==> src/rtl/pwm_deadtime.sv <==
// Center-aligned PWM from a triangle compare, driving a complementary
// high/low pair with dead time; duty and dead time reload at the valley.
module pwm_deadtime #(
   parameter int N = 8,
   parameter int D = 4
) (
   input  logic         clk,
   input  logic         rst,
   input  logic         ena,
   input  logic [N-1:0] tri_in,
   input  logic [N-1:0] duty_in,
   input  logic [D-1:0] dead_in,
   input  logic         duty_wr,
   output logic         out_hi,
   output logic         out_lo,
   output logic         pending,
   output logic         period_start,
   output logic [N-1:0] duty_active
);

   typedef enum logic [1:0] {
      LO,
      DEAD_TO_HI,
      HI,
      DEAD_TO_LO
   } state_t;

   state_t       state;
   state_t       state_nx;
   logic [D-1:0] cnt;
   logic [D-1:0] cnt_nx;
   logic [D-1:0] dead_active;
   logic [D-1:0] dead_shadow;
   logic [N-1:0] duty_shadow;
   logic         raw_q;
   logic         valley;

   assign valley = ena && (tri_in == '0);

   always_ff @(posedge clk) begin
      if (!rst) begin
         raw_q        <= 1'b0;
         duty_active  <= '0;
         dead_active  <= '0;
         duty_shadow  <= '0;
         dead_shadow  <= '0;
         pending      <= 1'b0;
         period_start <= 1'b0;
      end else begin
         period_start <= valley;
         raw_q        <= tri_in < duty_active;
         if (duty_wr) begin
            duty_shadow <= duty_in;
            dead_shadow <= dead_in;
         end
         // A write coinciding with the valley bypasses the shadow.
         if (valley && duty_wr) begin
            duty_active <= duty_in;
            dead_active <= dead_in;
            pending     <= 1'b0;
         end else if (valley) begin
            if (pending) begin
               duty_active <= duty_shadow;
               dead_active <= dead_shadow;
            end
            pending <= 1'b0;
         end else if (duty_wr) begin
            pending <= 1'b1;
         end
      end
   end

   always_ff @(posedge clk) begin
      if (!rst) begin
         state <= DEAD_TO_LO;
         cnt   <= '0;
      end else begin
         state <= state_nx;
         cnt   <= cnt_nx;
      end
   end

   always_comb begin
      state_nx = state;
      cnt_nx   = cnt;
      unique case (state)
         LO: begin
            if (raw_q) begin
               if (dead_active == '0) begin
                  state_nx = HI;
               end else begin
                  state_nx = DEAD_TO_HI;
                  cnt_nx   = dead_active - D'(1);
               end
            end
         end
         DEAD_TO_HI: begin
            if (!raw_q)
               state_nx = LO;
            else if (cnt == '0)
               state_nx = HI;
            else
               cnt_nx = cnt - D'(1);
         end
         HI: begin
            if (!raw_q) begin
               if (dead_active == '0) begin
                  state_nx = LO;
               end else begin
                  state_nx = DEAD_TO_LO;
                  cnt_nx   = dead_active - D'(1);
               end
            end
         end
         DEAD_TO_LO: begin
            if (raw_q)
               state_nx = HI;
            else if (cnt == '0)
               state_nx = LO;
            else
               cnt_nx = cnt - D'(1);
         end
         default: ;
      endcase
   end

   assign out_hi = (state == HI);
   assign out_lo = (state == LO);

endmodule

==> config.mk <==
export PLATFORM = sky130hd
export DESIGN_NAME = pwm_deadtime
export DESIGN_NICKNAME = d
export VERILOG_FILES = /design/src/rtl/pwm_deadtime.sv
export SDC_FILE = /design/constraint.sdc
export NUM_CORES = 1
export LEC_CHECK = 0
export BUFFER_PORTS_ARGS = -buffer_cell sky130_fd_sc_hd__buf_2
export CORE_AREA = 3 3 77 93
export DETAILED_ROUTE_END_ITERATION = 6
export DIE_AREA = 0 0 80 96
export HOLD_SLACK_MARGIN = 0.06
export MAX_ROUTING_LAYER = met4
export SETUP_SLACK_MARGIN = 0.15
export SYNTH_ARGS = -nofsm -noshare
export SYNTH_HDL_FRONTEND = slang
export SYNTH_SLANG_ARGS = --single-unit
==> constraint.sdc <==
create_clock -name clk -period 5.2 [get_ports clk]
set_input_delay 0.78 -clock clk [delete_from_list [all_inputs] [get_ports clk]]
set_output_delay 0.78 -clock clk [all_outputs]
set_load 0.005 [all_outputs]
# [Yosys cells after proc, flatten, opt, wreduce, memory -nomap -nowiden]
# Cells that the tools add are included.
[word_totals] register_bits=33 inputBits=24 out_inout_bits=12 word_cells=56
[classes] n_addsub=2 order_cmp=1 eq_ne=9 muxes=22 n_bitwise=1 reduce_logical=12
[ops] cell="$mux 4" n=9
[ops] cell="$mux 8" n=3
[ops] cell="$mux 2" n=8
[ops] cell="$pmux 4 s4" n=1
[ops] cell="$logic_not 4->1" n=2
[ops] cell="$logic_not 8->1" n=1
[ops] cell="$lt 8x8->1" n=1
[ops] cell="$pmux 2 s4" n=1
[ops] cell="$reduce_and 4->1" n=2
[ops] cell="$sub 4x1->4 const B" n=2
[ops] cell="$ne 2x2->1 const B" n=3
[ops] cell="$ne 3x3->1 const B" n=2
[ops] cell="$eq 2x2->1 const B" n=2
[ops] cell="$reduce_bool 2->1" n=2
[ops] cell="$reduce_or 3->1" n=1
[ops] cell="$eq 2x1->1 const B" n=1
[ops] cell="$logic_and 1x1->1" n=2
[ops] cell="$logic_not 2->1" n=1
[ops] cell="$ne 2x1->1 const B" n=1
[ops] cell="$reduce_and 2->1" n=1
[ops] cell="$not 1->1" n=1

# [Logic depth before layout (Yosys ltp)]
[depth] word_depth=5 ltp_mapped=7

# [Worst setup path after synthesis]
# OpenSTA, ideal clock, no wires.
[synth_path] path_kind="input to register" startpoint="input port tri_in[3]" endpoint="register duty_active[4]" setup_time_ns=0.070 arrival_ns=2.081 path_slack_ns=3.049 stages=5 n_path_buf=1 cell_sequence="or4_4 > nor4_4 > buf_6 > o221ai_1 > a21oi_1"
[synth_via] elab_chain_len=5 elab_cells_between_ends=7
[synth_rtl] element="start, declared" line="10" rtl="input logic [N-1:0] tri_in,"
[synth_rtl] element="$logic_not 8->1 *" line="38" rtl="assign valley = ena && (tri_in == '0);"
[synth_rtl] element="$logic_and 1x1->1 *" line="38"
[synth_rtl] element="$logic_and 1x1->1" line="57" rtl="if (valley && duty_wr) begin"
[synth_rtl] element="$reduce_bool 2->1 (no line)"
[synth_rtl] element="$reduce_and 2->1 (no line)"
[synth_rtl] element="end signal, assigned" line="58" rtl="duty_active <= duty_in;"
[synth_rtl] element="end signal, assigned" line="63" rtl="duty_active <= duty_shadow;"
[synth_rtl] element="end, declared" line="18" rtl="output logic [N-1:0] duty_active"
# Mark *: on every way between the ends. The rest lies on a longest branch, timed or not.
# A chain may end at the register's enable or synchronous reset.

# [Worst setup path in the final report]
[layout_path] startpoint="input port tri_in[3]" endpoint="register duty_active[2]"
# The elaborated chain is that of the path after synthesis.

==> flow_summary.ini <==
[status]
status = finished clean

[synth]
post_synth.cell_area_avg_um2 = 9.56
netlist_area_um2 = 1560
seq_area_frac_synth_pct = 42.4
ys_seq_elements = 33
synth_top_area_share_pct = 42.4
synthArstFlopShare_pct = 0
synthCells = 163
synth-edff-count = 0
ys_top_cells_by_count = dfxtp_1, nor2_1, mux2i_1, a21oi_1, inv_1
syn_nets = 195
synth.distinct_cells = 33
synth.area.top_cells = dfxtp_1, mux2i_1, ha_1
yosys_warnings = 0
synth_top_area_cell = dfxtp_1
synthFlopType = dfxtp_1
synth_most_common_cell = dfxtp_1

[power_and_ir_drop]
power_density_nw_per_um2 = 271
p_sw_w = 0.000130
intPower_w = 0.000379
power.total_w = 0.000508
pwr-share-comb_pct = 10.4
p_leak_nw = 0.758
pwr-share-seq_pct = 53.0
vdd_ir_drop_max_uv = 127
clkPwrFrac_pct = 36.6
switching_share_pct = 25.5

[clocking]
clkTransAtPathRegs_ns = 0.07
cts.repair.resized = 0
holdBufCountCts = 0
cts_max_level = 2
cts_inserted_buffers = 5
clock_sinks = 33
worstSkewPairLatency_ns = 0.28
cts_root_buf = clkbuf_8
tritoncts = built
post-cts-setup-buffers = 0
cts_buffer_depth = 2

[setup_path]
arrival_ns = 2.83
path_class = in2reg
required_ns = 5.40
max_stage_delay_ns = 0.88
startpoint_type = primary input
path_buf_inv = 1
worstPathMaxFanout = 24
cp_top_family = simple AND/OR/NAND/NOR gates
slowest_stage = nor4_4
end_kind = register
path_cells = buf_2 -> or4_4 -> nor4_4 -> o221ai_1 -> a21oi_1

[sta]
min_period_ns = 2.62
finalHoldViolCount = 0
fin_crit_sh_pct = 50.5
finClkSkew_ns = 0.00549
rsz0062_at_grt = false
max_freq_ghz = 0.381
finalSetupViolCount = 0
drv_slew = 0
relSlewSlack_pct = 29.4
setup_tns_ns = 0
worstMarginPinSlew_ns = 1.05

[place]
placed_cell_area_um2 = 1790
routabilityCongestion = 0.712
dpl.hpwl_mm = 2.68
port_buffers = 35

[final_layout]
final_cell_area_um2 = 1880
drive_above_1_share_pct = 23.7
nets = 229
fin_util_pct = 29.3
area_growth_pct = 20.5
fill_cells = 705
antenna_cells = 0

[global_route]
track_usage_pct = 10.5
grt_overflow_total = 0
grt_pass1_wl_mm = 6.01
antenna_found_initial = 0
grt_max_degree = 31
grt_pass1_vias = 1264

[floorplanning]
initial_utilization_pct = 24.3
ios = 36
core_area_um2 = 6410
die-area_um2 = 7680
rows = 32
die_y_um = 96
chipWidth_um = 80

[detailed_routing]
routedWlPerCell_um = 12.7
initialDrtViolationCount = 36
first_pass_iters = 4
vias_per_cell = 4.49
drcViolationCount = 0
antenna_left = 0
vias = 1270
totalWireLength_mm = 3.60

[hold_path]
hold_path_class = reg2reg

[flow_run]
maxCapViolCount = 0
## final timing paths
check | from | to | slack (ns) | depth (start not counted)
max | tri_in[3] | duty_active[2]$_SDFFE_PN0P_ | 2.58 | 5
min | duty_shadow[1]$_SDFFE_PN0P_ | duty_shadow[1]$_SDFFE_PN0P_ | 0.50 | 2
max reg2reg | pending$_SDFFE_PP0P_ | duty_active[2]$_SDFFE_PN0P_ | 3.26 | 4
min reg2reg | duty_shadow[1]$_SDFFE_PN0P_ | duty_shadow[1]$_SDFFE_PN0P_ | 0.50 | 2
## through the flow
step                setup WS, ns  hold WS, ns  instances
detailed placement          2.29        0.483        275
global placement            2.36        0.476        275
CTS                         2.57        0.499        283
floorplan                   3.05        0.456        163
finish                      2.58        0.495        283
global route                2.30        0.530        283
## layout make-up
type	instances	area [um2]	share of cell area, %
Sequential cell	33	661	35.2
Tap cell	85	106	5.67
Clock inverter	2	10.0	0.533
Inverter	9	33.8	1.80
Multi-Input combinational cell	113	818	43.6
Timing Repair Buffer	35	175	9.33
Clock buffer	6	72.6	3.87
## state kept, by name (all words and copies together), names as in the netlist, 2 cells and up
name	cells
duty_active	8
duty_shadow	8
cnt	4
dead_active	4
dead_shadow	4
state	2
## layout by cell type (no fill, tap or decap), drive strengths merged, types with 8 or more instances in the layout
cell    count
nor2       20
dfxtp      33
nand2b      8
a21oi      11
buf        35
ha          8
inv         9
mux2i      17
## power groups by stage
stage	clock, W	combinational (W)	sequential (W)
after floorplan	0	0.0000358	0.000272
after global placement	0	0.0000525	0.000275
after detailed placement	0	0.0000536	0.000275
after CTS	0.000192	0.0000540	0.000269
after global routing	0.000203	0.0000605	0.000271
final	0.000186	0.0000530	0.000269
## cells by family (layout without fill, tap and decap cells)
kind of cell	Yosys count	count (layout)	share of synthesized area, %
multiplexers	17	17	10.9
AO/OA/AOI/OAI	32	32	14.3
AND/OR/NAND/NOR	53	53	19.2
flip-flops	33	33	42.4
buffers and inverters	17	52	5.06
adder cells (fa/ha/maj)	8	8	6.43
XOR/XNOR	3	3	1.69
## layer usage
metal | track usage [%] | vias up | wire length, um
li1 | - | 655 | -
met1 | 13.5 | 576 | 1820
met2 | 15.3 | 34 | 1510
met3 | 3.65 | 5 | 234
met4 | 3.38 | 0 | 41
met5 | - | - | 0
## worst reg2reg max path, stage by stage, from the launching register on
cell	delay (ns)
dfxtp_1	0.35
nor2_1	0.09
nor4_4	0.95
o221ai_1	0.28
a21oi_1	0.20
Power figures use the tool's default switching activity.
